### config.mk
export PLATFORM = sky130hd
export DESIGN_NAME = fetch_ctrl
export DESIGN_NICKNAME = d
export VERILOG_FILES = /design/src/rtl/fetch_ctrl.sv
export SDC_FILE = /design/constraint.sdc
export NUM_CORES = 1
export LEC_CHECK = 0
export CORE_MARGIN = 4
export CORE_UTILIZATION = 52
export DETAILED_ROUTE_END_ITERATION = 6
export PLACE_DENSITY_LB_ADDON = 0.05
export REMOVE_ABC_BUFFERS = 1
export SLEW_MARGIN = 20
export SYNTH_ARGS = -nofsm -noshare
export SYNTH_HDL_FRONTEND = slang
export SYNTH_SLANG_ARGS = --single-unit
### constraint.sdc
create_clock -name clk -period 3.05 [get_ports clk]
set_clock_uncertainty 0.15 [all_clocks]
set_input_delay 0.61 -clock clk [delete_from_list [all_inputs] [get_ports clk]]
set_output_delay 0.61 -clock clk [all_outputs]
set_load 0.05 [all_outputs]
### src/rtl/fetch_ctrl.sv
// Instruction-fetch sequencer: owns the PC, issues one outstanding imem request,
// buffers returned words in a 2-entry FIFO and applies redirects with flush/kill.
//
//   state | meaning
//   IDLE  | no request outstanding; waits for buffer space
//   REQ   | request for pc outstanding on imem
//   KILL  | redirected while a request was in flight; drain and drop its response
module fetch_ctrl #(
   parameter logic [31:0] RESET_PC   = 32'h0000_3000,
   parameter int          FIFO_DEPTH = 2
) (
   input  logic        clk,
   input  logic        rst_n,
   input  logic        stall_i,
   input  logic        redirect_i,
   input  logic [31:0] redirect_pc_i,
   output logic        imem_req,
   output logic [31:0] imem_addr,
   input  logic        imem_ready,
   input  logic [31:0] imem_rdata,
   output logic        if_valid,
   output logic [31:0] if_pc,
   output logic [31:0] if_instr,
   output logic        misalign_o
);

   localparam logic [1:0] FULL = 2'(FIFO_DEPTH);

   typedef enum logic [1:0] {IDLE, REQ, KILL} state_t;

   state_t      state, state_next;
   logic [31:0] pc;
   logic [31:0] kill_addr;
   logic [1:0]  count;
   logic [1:0]  cnt_pop;
   logic [1:0]  cnt_next;
   logic        pop;
   logic        push;
   logic        space;
   logic [31:0] e0_pc, e0_instr, e1_pc, e1_instr;
   logic [31:0] target;

   assign target   = {redirect_pc_i[31:2], 2'b00};
   assign if_valid = (count != 2'd0);
   assign if_pc    = e0_pc;
   assign if_instr = e0_instr;

   always_comb begin
      state_next = state;
      imem_req   = 1'b0;
      imem_addr  = pc;
      pop        = if_valid & ~stall_i & ~redirect_i;
      push       = (state == REQ) & imem_ready & ~redirect_i;
      cnt_pop    = count - {1'b0, pop};
      cnt_next   = cnt_pop + {1'b0, push};
      space      = (cnt_pop < FULL);
      case (state)
         IDLE: begin
            if (!redirect_i && space) state_next = REQ;
         end
         REQ: begin
            imem_req = 1'b1;
            if (redirect_i)      state_next = imem_ready ? IDLE : KILL;
            else if (imem_ready) state_next = (cnt_next < FULL) ? REQ : IDLE;
         end
         KILL: begin
            // the memory still owns the old request, so keep presenting its address
            imem_req  = 1'b1;
            imem_addr = kill_addr;
            if (imem_ready) state_next = IDLE;
         end
         default: state_next = IDLE;
      endcase
   end

   always_ff @(posedge clk) begin
      if (!rst_n) begin
         state      <= IDLE;
         pc         <= RESET_PC;
         kill_addr  <= 32'd0;
         count      <= 2'd0;
         e0_pc      <= 32'd0;
         e0_instr   <= 32'd0;
         e1_pc      <= 32'd0;
         e1_instr   <= 32'd0;
         misalign_o <= 1'b0;
      end else begin
         state      <= state_next;
         misalign_o <= redirect_i & (redirect_pc_i[1:0] != 2'b00);
         if (redirect_i)  pc <= target;
         else if (push)   pc <= pc + 32'd4;
         if ((state == REQ) && redirect_i && !imem_ready) kill_addr <= pc;
         if (redirect_i) begin
            count <= 2'd0;
         end else begin
            count <= cnt_next;
            if (pop) begin
               e0_pc    <= e1_pc;
               e0_instr <= e1_instr;
            end
            // a push lands behind whatever survives the pop; later NBA wins on e0
            if (push) begin
               if (cnt_pop == 2'd0) begin
                  e0_pc    <= pc;
                  e0_instr <= imem_rdata;
               end else begin
                  e1_pc    <= pc;
                  e1_instr <= imem_rdata;
               end
            end
         end
      end
   end

endmodule

[Yosys cells after proc, flatten, opt, wreduce, memory -nomap -nowiden]
Cells that the tools add are included.
Word-level totals
  flip-flop bits (word level): 197
  input bits: 69
  output and inout bits: 99
Operators by class
  $add $sub $neg: 3
  order comparisons: 2
  equality and inequality tests: 5
  muxes and demuxes: 17
  bitwise logic cells: 9
  reductions and logical operators: 14
Operators with widths (number)
  2-to-1 mux 32 bit: 9
  adder 32 x 3 -> 32 bit (second input constant): 1
  2-to-1 mux 2 bit: 5
  case mux 2 bit (3 select lines): 1
  AND reduction 3 bit: 2
  nonzero test 2 bit: 3
  bitwise AND 1 bit: 5
  zero test 2 bit: 2
  less-than comparator 2 bit (second input constant): 2
  inequality test 2 bit (second input constant): 2
  NOT 1 bit: 4
  OR reduction 2 bit: 2
  logical AND 1 bit: 3
  inequality test 3 bit (second input constant): 1
  adder 2 x 1 -> 2 bit: 1
  == test 2 x 1 -> 1 bit (second input constant): 1
  == test 2 bit (second input constant): 1
  zero test 1 bit: 2
  2-to-1 mux 1 bit: 2
  subtractor 2 x 1 -> 2 bit: 1

[Longest topological paths before layout]
Gate-level depths: netlist (run 1).
  word-level depth: 10
  depth in mapped cells: 12
  mapped depth without buffers: 9

[Least setup slack after synthesis (run 1)]
No wires, ideal clock.
  kind: in2reg
  start point: input port redirect_i
  end point: register e0_instr[0] (netlist: if_instr[0])
  data arrival time: 2.626 ns
  slack: 0.183 ns
  cell stages on the path: 11
  buffers on the path: 5
  cells stage by stage: buf_4 -> or3_1 -> buf_2 -> clkinv_2 -> buf_6 -> ha_1 -> xnor2_1 -> nand3_1 -> buf_2 -> clkbuf_1 -> a311oi_1
Between the ends
  word-level cells in the longest chain between the ends: 6
RTL lines
  start, declared: line 15  | input logic redirect_i,
  NOT 1 bit (no line)
  bitwise AND 1 bit: line 52  | pop = if_valid & ~stall_i & ~redirect_i;
  subtractor 2 x 1 -> 2 bit: line 54  | cnt_pop = count - {1'b0, pop};
  zero test 2 bit: line 103  | if (cnt_pop == 2'd0) begin
  2-to-1 mux 32 bit: line 103
  2-to-1 mux 32 bit: line 102  | if (push) begin
  end signal, assigned: line 99  | e0_instr <= e1_instr;
  end signal, assigned: line 105  | e0_instr <= imem_rdata;
  end, declared: line 40  | logic [31:0] e0_pc, e0_instr, e1_pc, e1_instr;
Parallel ways exist; a longest one is shown, timed or not.
A chain may end at the register's enable or synchronous reset.

[Final worst setup path (run 1)]
  start point: register state[0]
  end point: output port imem_addr[7]
Between the ends
  word-level cells in the longest chain between the ends: 2
RTL lines
  start, declared: line 31  | state_t state, state_next;
  start signal, assigned: line 88  | state <= state_next;
  == test 2 bit: line 57  | case (state)
  2-to-1 mux 32 bit: line 57
  end, declared: line 18  | output logic [31:0] imem_addr,
Every way passes these cells.

==> impl_metrics.yaml, run 1 <==
run_status:
  outcome: "complete, no violations"
place:
  dp_hpwl_mm: 15.9
  gp_congestion: 0.868
  place_area_um2: 10800
  dpl_worst_slack_ps: -22.2
  portBuffers: 165
worst_setup_path:
  cp_slowest_cell: "o21ai_0"
  rrSetupSlack_ps: 600
  r2r_end: "if_instr[13]$_SDFFE_PN0N_"
  crit_family: "buffers and inverters"
  reg2reg_depth: 9
  path_buf_inv: 3
  critPathLaunch: "state[0]$_SDFFE_PN0P_"
  cp_data_arrival_time_ps: 2010
  cp.required_ps: 2290
  start_kind: "register"
  endpoint_kind: "output pin"
  path_class: "reg2out"
  path_cells: "inv_1, ha_1, buf_4, o21ai_0, buf_12"
  critical_path.endpoint: "imem_addr[7]"
  max_stage_delay_ps: 460
  cp.depth: 5
  reg2reg_from: "count[1]$_SDFF_PP0_"
  crit_fanout: 25
floorplanning:
  start_util: 0.536
  die_w_um: 137
  fp-row-count: 46
  die_area_um2: 18700
  die-height_um: 137
  io_pins: 168
  core_area_um2: 16100
finish:
  final_cell_mix: "nand2_1 (318), dfxtp_1 (191), clkdlybuf4s50_1 (135), a21oi_1 (99), nor2_1 (71)"
  n_antenna_cell: 0
  syn2layout_area_growth_pct: 32.5
  final_common_cell: "nand2_1"
  final_cell_area_um2: 11400
  fill_cells: 1304
  nNetsFinal: 1297
  layout-drive-gt1-share: 0.119
route:
  first_pass_iters: 5
  ant_nets: 0
  drc: 0
  drt-vias-per-instance: 5.67
  via_count: 8228
  wl_per_cell_um: 16.5
  drt_iter0_drc: 677
  routed_wl_mm: 23.9
clocking:
  clkTransAtPathRegs_ps: 70
  postCtsSetupRepairBufs: 0
  cts_buffer_depth: 2
  htree_levels: 4
  cts_tree: "yes"
  post_cts_resized: 0
  clkSinkCount: 191
  hold_buffers: 0
  cts_buffers: 17
  clock_latency_ps: 430
  root_buffer: "clkbuf_16"
sta:
  hold_viol: 0
  max-slew-margin-rel: 0.648
  setup_viol: 0
  drv_slew: 0
  worstMarginPinSlew_ps: 524
  layout_min_cycle_time_ps: 2770
  rsz0062_at_grt: "no"
  min_period_over_period: 0.909
  max_clock_freq_ghz: 0.361
  timing.final.ws_setup_ps: 279
synthesis:
  synth_top_flop_cell: "dfxtp_1"
  synth_top_area_share: 0.444
  yosysSeqAreaShare: 0.444
  ys_async_sr_fraction: 0
  synth_edf_count: 0
  synth.avg_cell_area_um2: 7.83
  ys_warn_count: 0
  yosys_register_bits: 191
  synth_area_leader_cell: "dfxtp_1"
  syn_inst: 1100
  ys_types: 56
  syn-cell-area_um2: 8610
  synth_area_leaders: "dfxtp_1 (44%), nand2_1 (14%), a21oi_1 (5.8%)"
global_route:
  antenna_found_initial: 0
  grt_max_degree: 63
  overflow: 0
  grt_busiest_layer: "met2"
  grt_use_met3: 0.0408
  met1_usage: 0.344
  grt_util_all_layers: 0.254
  grt_pass1_vias: 7568
  grt_first_pass_wirelength_mm: 38.3
  grtUsageMet2: 0.419
job:
  maxCapViolations: 0
power_and_ir_drop:
  ir_drop_mv: 0.415
  power_density_nw_per_um2: 523
  comb_power_share: 0.168
  switchingPower_uw: 1710
  intPower_uw: 4250
  p_seq_frac: 0.447
  sw_frac_of_total: 0.287
  p_clk_frac: 0.385
  finalPower_uw: 5970
  power.leakage_uw: 0.00391
hold_path:
  hold_class: "reg2reg"
-- power groups by stage --
| stage | Clock (µW) | Combinational (µW) | Sequential (µW) |
|---|---|---|---|
| 2_1_floorplan | 0 | 379 | 2860 |
| 3_3_place_gp | 0 | 993 | 2720 |
| 3_5_place_dp | 0 | 1000 | 2720 |
| 4_1_cts | 2330 | 1010 | 2660 |
| 5_1_grt | 2440 | 1060 | 2680 |
| 6_report | 2300 | 1000 | 2670 |
-- state kept, by name (all words and copies together) (netlist names) --
register	cells
count	2
e1_instr	32
e1_pc	30
if_instr	32
if_pc	32
kill_addr	30
misalign_o	1
pc	30
state	2
-- worst min-delay path, stage by stage, from the launching register on --
cell	delay, ps
dfxtp_1	310
nand2_1	50
a21oi_1	50
-- cell type report --
type,count,area [µm²],share of cell area
flip-flops and latches,191,3820,0.335
repair buffers,211,2410,0.211
clock buffers,18,439,0.0385
multi-input cells,778,4210,0.369
clock inverters,14,171,0.0150
well taps,216,270,0.0237
inverters,23,90.1,0.00789
-- metrics by stage --
stage	util	hold WS, ps	instances	setup TNS [ps]
6_report	0.711	300	1451	0
5_1_grt	0.711	317	1451	0
4_1_cts	0.711	304	1451	0
3_5_place_dp	0.673	293	1419	-60.2
3_3_place_gp	0.673	288	1419	0
2_1_floorplan	-	283	992	-335450
-- synth_stat cells (2+ instances only) --
cell        n
a221o_1     3
and2_1      8
nor4_1      9
a21oi_1    99
or4_1       5
or3_1       4
xor2_1      4
and3_1      4
and4_1      5
clkbuf_1   55
mux2_2     27
a22o_1     11
nand4_1    23
o311a_1     3
nor3_1      8
nor2_1     71
nand2_1   318
nor2b_1     4
a311oi_1   56
buf_1       5
ha_1        6
nand3_1    17
buf_6       6
dfxtp_1   191
inv_2       2
inv_1      19
nor3b_1     3
a31oi_1    11
buf_4       7
o31ai_1    17
buf_2      35
xnor2_1     8
a211oi_1    4
o21ai_0    30
-- logic make-up (layout without fill, tap and decap cells) --
kind of cell	Yosys count	count (layout)	share of synthesized area
other cells	1	2	0.000435
simple gates	488	488	0.243
buf+inv	132	266	0.0712
flops	191	191	0.444
xor+xnor	12	12	0.0122
fa+ha+maj	6	6	0.00872
mux	28	28	0.0365
compound gates	242	242	0.184
-- worst min path at each step --
stage / startpoint / end / depth (start not counted)
finish: kill_addr[14]$_SDFFE_PN0P_ / kill_addr[14]$_SDFFE_PN0P_ / 2
global route: kill_addr[11]$_SDFFE_PN0P_ / kill_addr[11]$_SDFFE_PN0P_ / 2
CTS: kill_addr[27]$_SDFFE_PN0P_ / kill_addr[27]$_SDFFE_PN0P_ / 2
detailed placement: kill_addr[27]$_SDFFE_PN0P_ / kill_addr[27]$_SDFFE_PN0P_ / 2
global placement: kill_addr[29]$_SDFFE_PN0P_ / kill_addr[29]$_SDFFE_PN0P_ / 2
floorplan: kill_addr[10]$_SDFFE_PN0P_ / kill_addr[10]$_SDFFE_PN0P_ / 2
-- routing by layer --
| layer | part of all wire | vias to the layer above |
|---|---|---|
| li1 | - | 4034 |
| met1 | 0.46 | 3905 |
| met2 | 0.48 | 257 |
| met3 | 0.052 | 32 |
| met4 | 0.014 | 0 |
| met5 | 0 | - |
Note: power is estimated with default switching activity, not from simulation.
==> inputs of run 2 (changes only) <==
--- a/config.mk
+++ b/config.mk
@@ -5,6 +5,7 @@
 export SDC_FILE = /design/constraint.sdc
 export NUM_CORES = 1
 export LEC_CHECK = 0
+export CORE_ASPECT_RATIO = 0.9
 export CORE_MARGIN = 4
 export CORE_UTILIZATION = 52
 export DETAILED_ROUTE_END_ITERATION = 6
==> impl_metrics.yaml, run 2 (synthesis results as in run 1) <==
run_status:
  outcome: "complete, no violations"
worst_setup_path:
  cp.required_ps: 2290
  path_class: "reg2out"
  path_cells: "inv_1, ha_1, clkdlybuf4s50_1"
  max_stage_delay_ps: 800
  start_kind: "register"
  cp_data_arrival_time_ps: 1940
  reg2reg_from: "count[1]$_SDFF_PP0_"
  rrSetupSlack_ps: 630
  endpoint_kind: "output pin"
  reg2reg_depth: 9
  crit_fanout: 3
  cp_slowest_cell: "clkdlybuf4s50_1"
  r2r_end: "if_pc[9]$_SDFFE_PN0N_"
route:
  drc: 0
  first_pass_iters: 6
  wl_per_cell_um: 16.7
  via_count: 8101
  drt_iter0_drc: 668
  drt-vias-per-instance: 5.63
  routed_wl_mm: 24.0
  ant_nets: 0
global_route:
  grt_util_all_layers: 0.256
  grt_max_degree: 57
  overflow: 0
  antenna_found_initial: 0
  grt_pass1_vias: 7540
  grt_first_pass_wirelength_mm: 38.6
place:
  dp.cells: 1406
  portBuffers: 165
  dpl_worst_slack_ps: -34.3
  gp_congestion: 0.863
  dp_hpwl_mm: 16.3
power_and_ir_drop:
  ir_drop_mv: 0.455
  comb_power_share: 0.166
  switchingPower_uw: 1720
  p_seq_frac: 0.448
  finalPower_uw: 5970
  p_clk_frac: 0.386
  intPower_uw: 4250
  power.leakage_uw: 0.00390
  sw_frac_of_total: 0.288
  power_density_nw_per_um2: 525
floorplanning:
  io_pins: 168
  start_util: 0.532
  die-height_um: 130
  die_area_um2: 18700
  core_area_um2: 16200
  fp-row-count: 44
  die_w_um: 144
sta:
  worstMarginPinSlew_ps: 543
  max-slew-margin-rel: 0.637
  setup_tns_ps: 0
  min_period_over_period: 0.886
  layout_min_cycle_time_ps: 2700
  drv_slew: 0
  rsz0062_at_grt: "no"
  setup_viol: 0
  timing.final.ws_setup_ps: 348
  hold_viol: 0
  max_clock_freq_ghz: 0.370
finish:
  final_common_cell: "nand2_1"
  final_cell_mix: "nand2_1 (318), dfxtp_1 (191), clkdlybuf4s50_1 (135), a21oi_1 (99), nor2_1 (71)"
  final_cells: 1438
  syn2layout_area_growth_pct: 32.0
  n_antenna_cell: 0
  layout-drive-gt1-share: 0.116
  nNetsFinal: 1293
clocking:
  cts_buffers: 17
  postCtsSetupRepairBufs: 0
  root_buffer: "clkbuf_16"
  cts_buffer_depth: 2
  hold_buffers: 0
  clock_latency_ps: 430
  clkSinkCount: 191
  cts_tree: "yes"
  clkTransAtPathRegs_ps: 70
  htree_levels: 4
  post_cts_resized: 0
hold_path:
  worstHoldPathCells: 2
  holdPathEnd: "kill_addr[4]$_SDFFE_PN0P_"
  hold_class: "reg2reg"
  hold_start: "kill_addr[4]$_SDFFE_PN0P_"
job:
  maxCapViolations: 0
[run 2: cell types whose count changed in the layout (fill, tap and decap cells not counted), sizes merged]
cell and change:
buf -4, clkinv +2, clkinvlp -2
[run 2: stage by stage]
step                hold slack, ps  area (µm²)   util
global route                   321       11400  0.703
detailed placement             293       10800  0.665
CTS                            303       11400  0.703
finish                         304       11400  0.703
global placement               288       10800  0.665
floorplan                      283        8090      -
[run 2: layout make-up]
class | instances | area (µm²)
clock buffer | 18 | 439
clock inverter | 14 | 173
fill | 1348 | 4810
inverter | 23 | 90.1
multi-input combinational | 778 | 4210
sequential | 191 | 3820
tap | 207 | 259
timing repair buffer | 207 | 2380
[run 2: critical path: cells and delay by family, from the launching register on]
family / cells / cell delay [ps]
flip-flops: 1 / 370
adder cells (fa/ha/maj): 1 / 270
buffers and inverters: 2 / 870
[run 2: power groups by stage]
stage                     combinational, µW  clock, µW  sequential, µW
after CTS                               994       2340            2670
after global placement                  981          0            2730
final                                   991       2310            2670
after detailed placement                989          0            2730
after global routing                   1050       2440            2680
after floorplan                         379          0            2860
[run 2: routing by layer]
| layer | track usage | up-vias | part of all wire |
|---|---|---|---|
| met5 | 0 | - | 0 |
| met4 | 0.0565 | 0 | 0.010 |
| met3 | 0.0484 | 24 | 0.060 |
| met2 | 0.419 | 261 | 0.47 |
| met1 | 0.355 | 3789 | 0.46 |
| li1 | - | 4027 | - |
[run 2: worst max path at each step]
stage | from | to | slack, ps | depth (start not counted)
2_1_floorplan | stall_i | if_instr[0]$_SDFFE_PN0N_ | -3380 | 7
3_3_place_gp | redirect_i | if_pc[29]$_SDFFE_PN0N_ | 70 | 9
3_5_place_dp | redirect_i | if_pc[9]$_SDFFE_PN0N_ | -30 | 9
4_1_cts | state[0]$_SDFFE_PN0P_ | imem_req | 340 | 3
5_1_grt | state[0]$_SDFFE_PN0P_ | imem_req | 270 | 3
6_report | state[0]$_SDFFE_PN0P_ | imem_req | 350 | 3
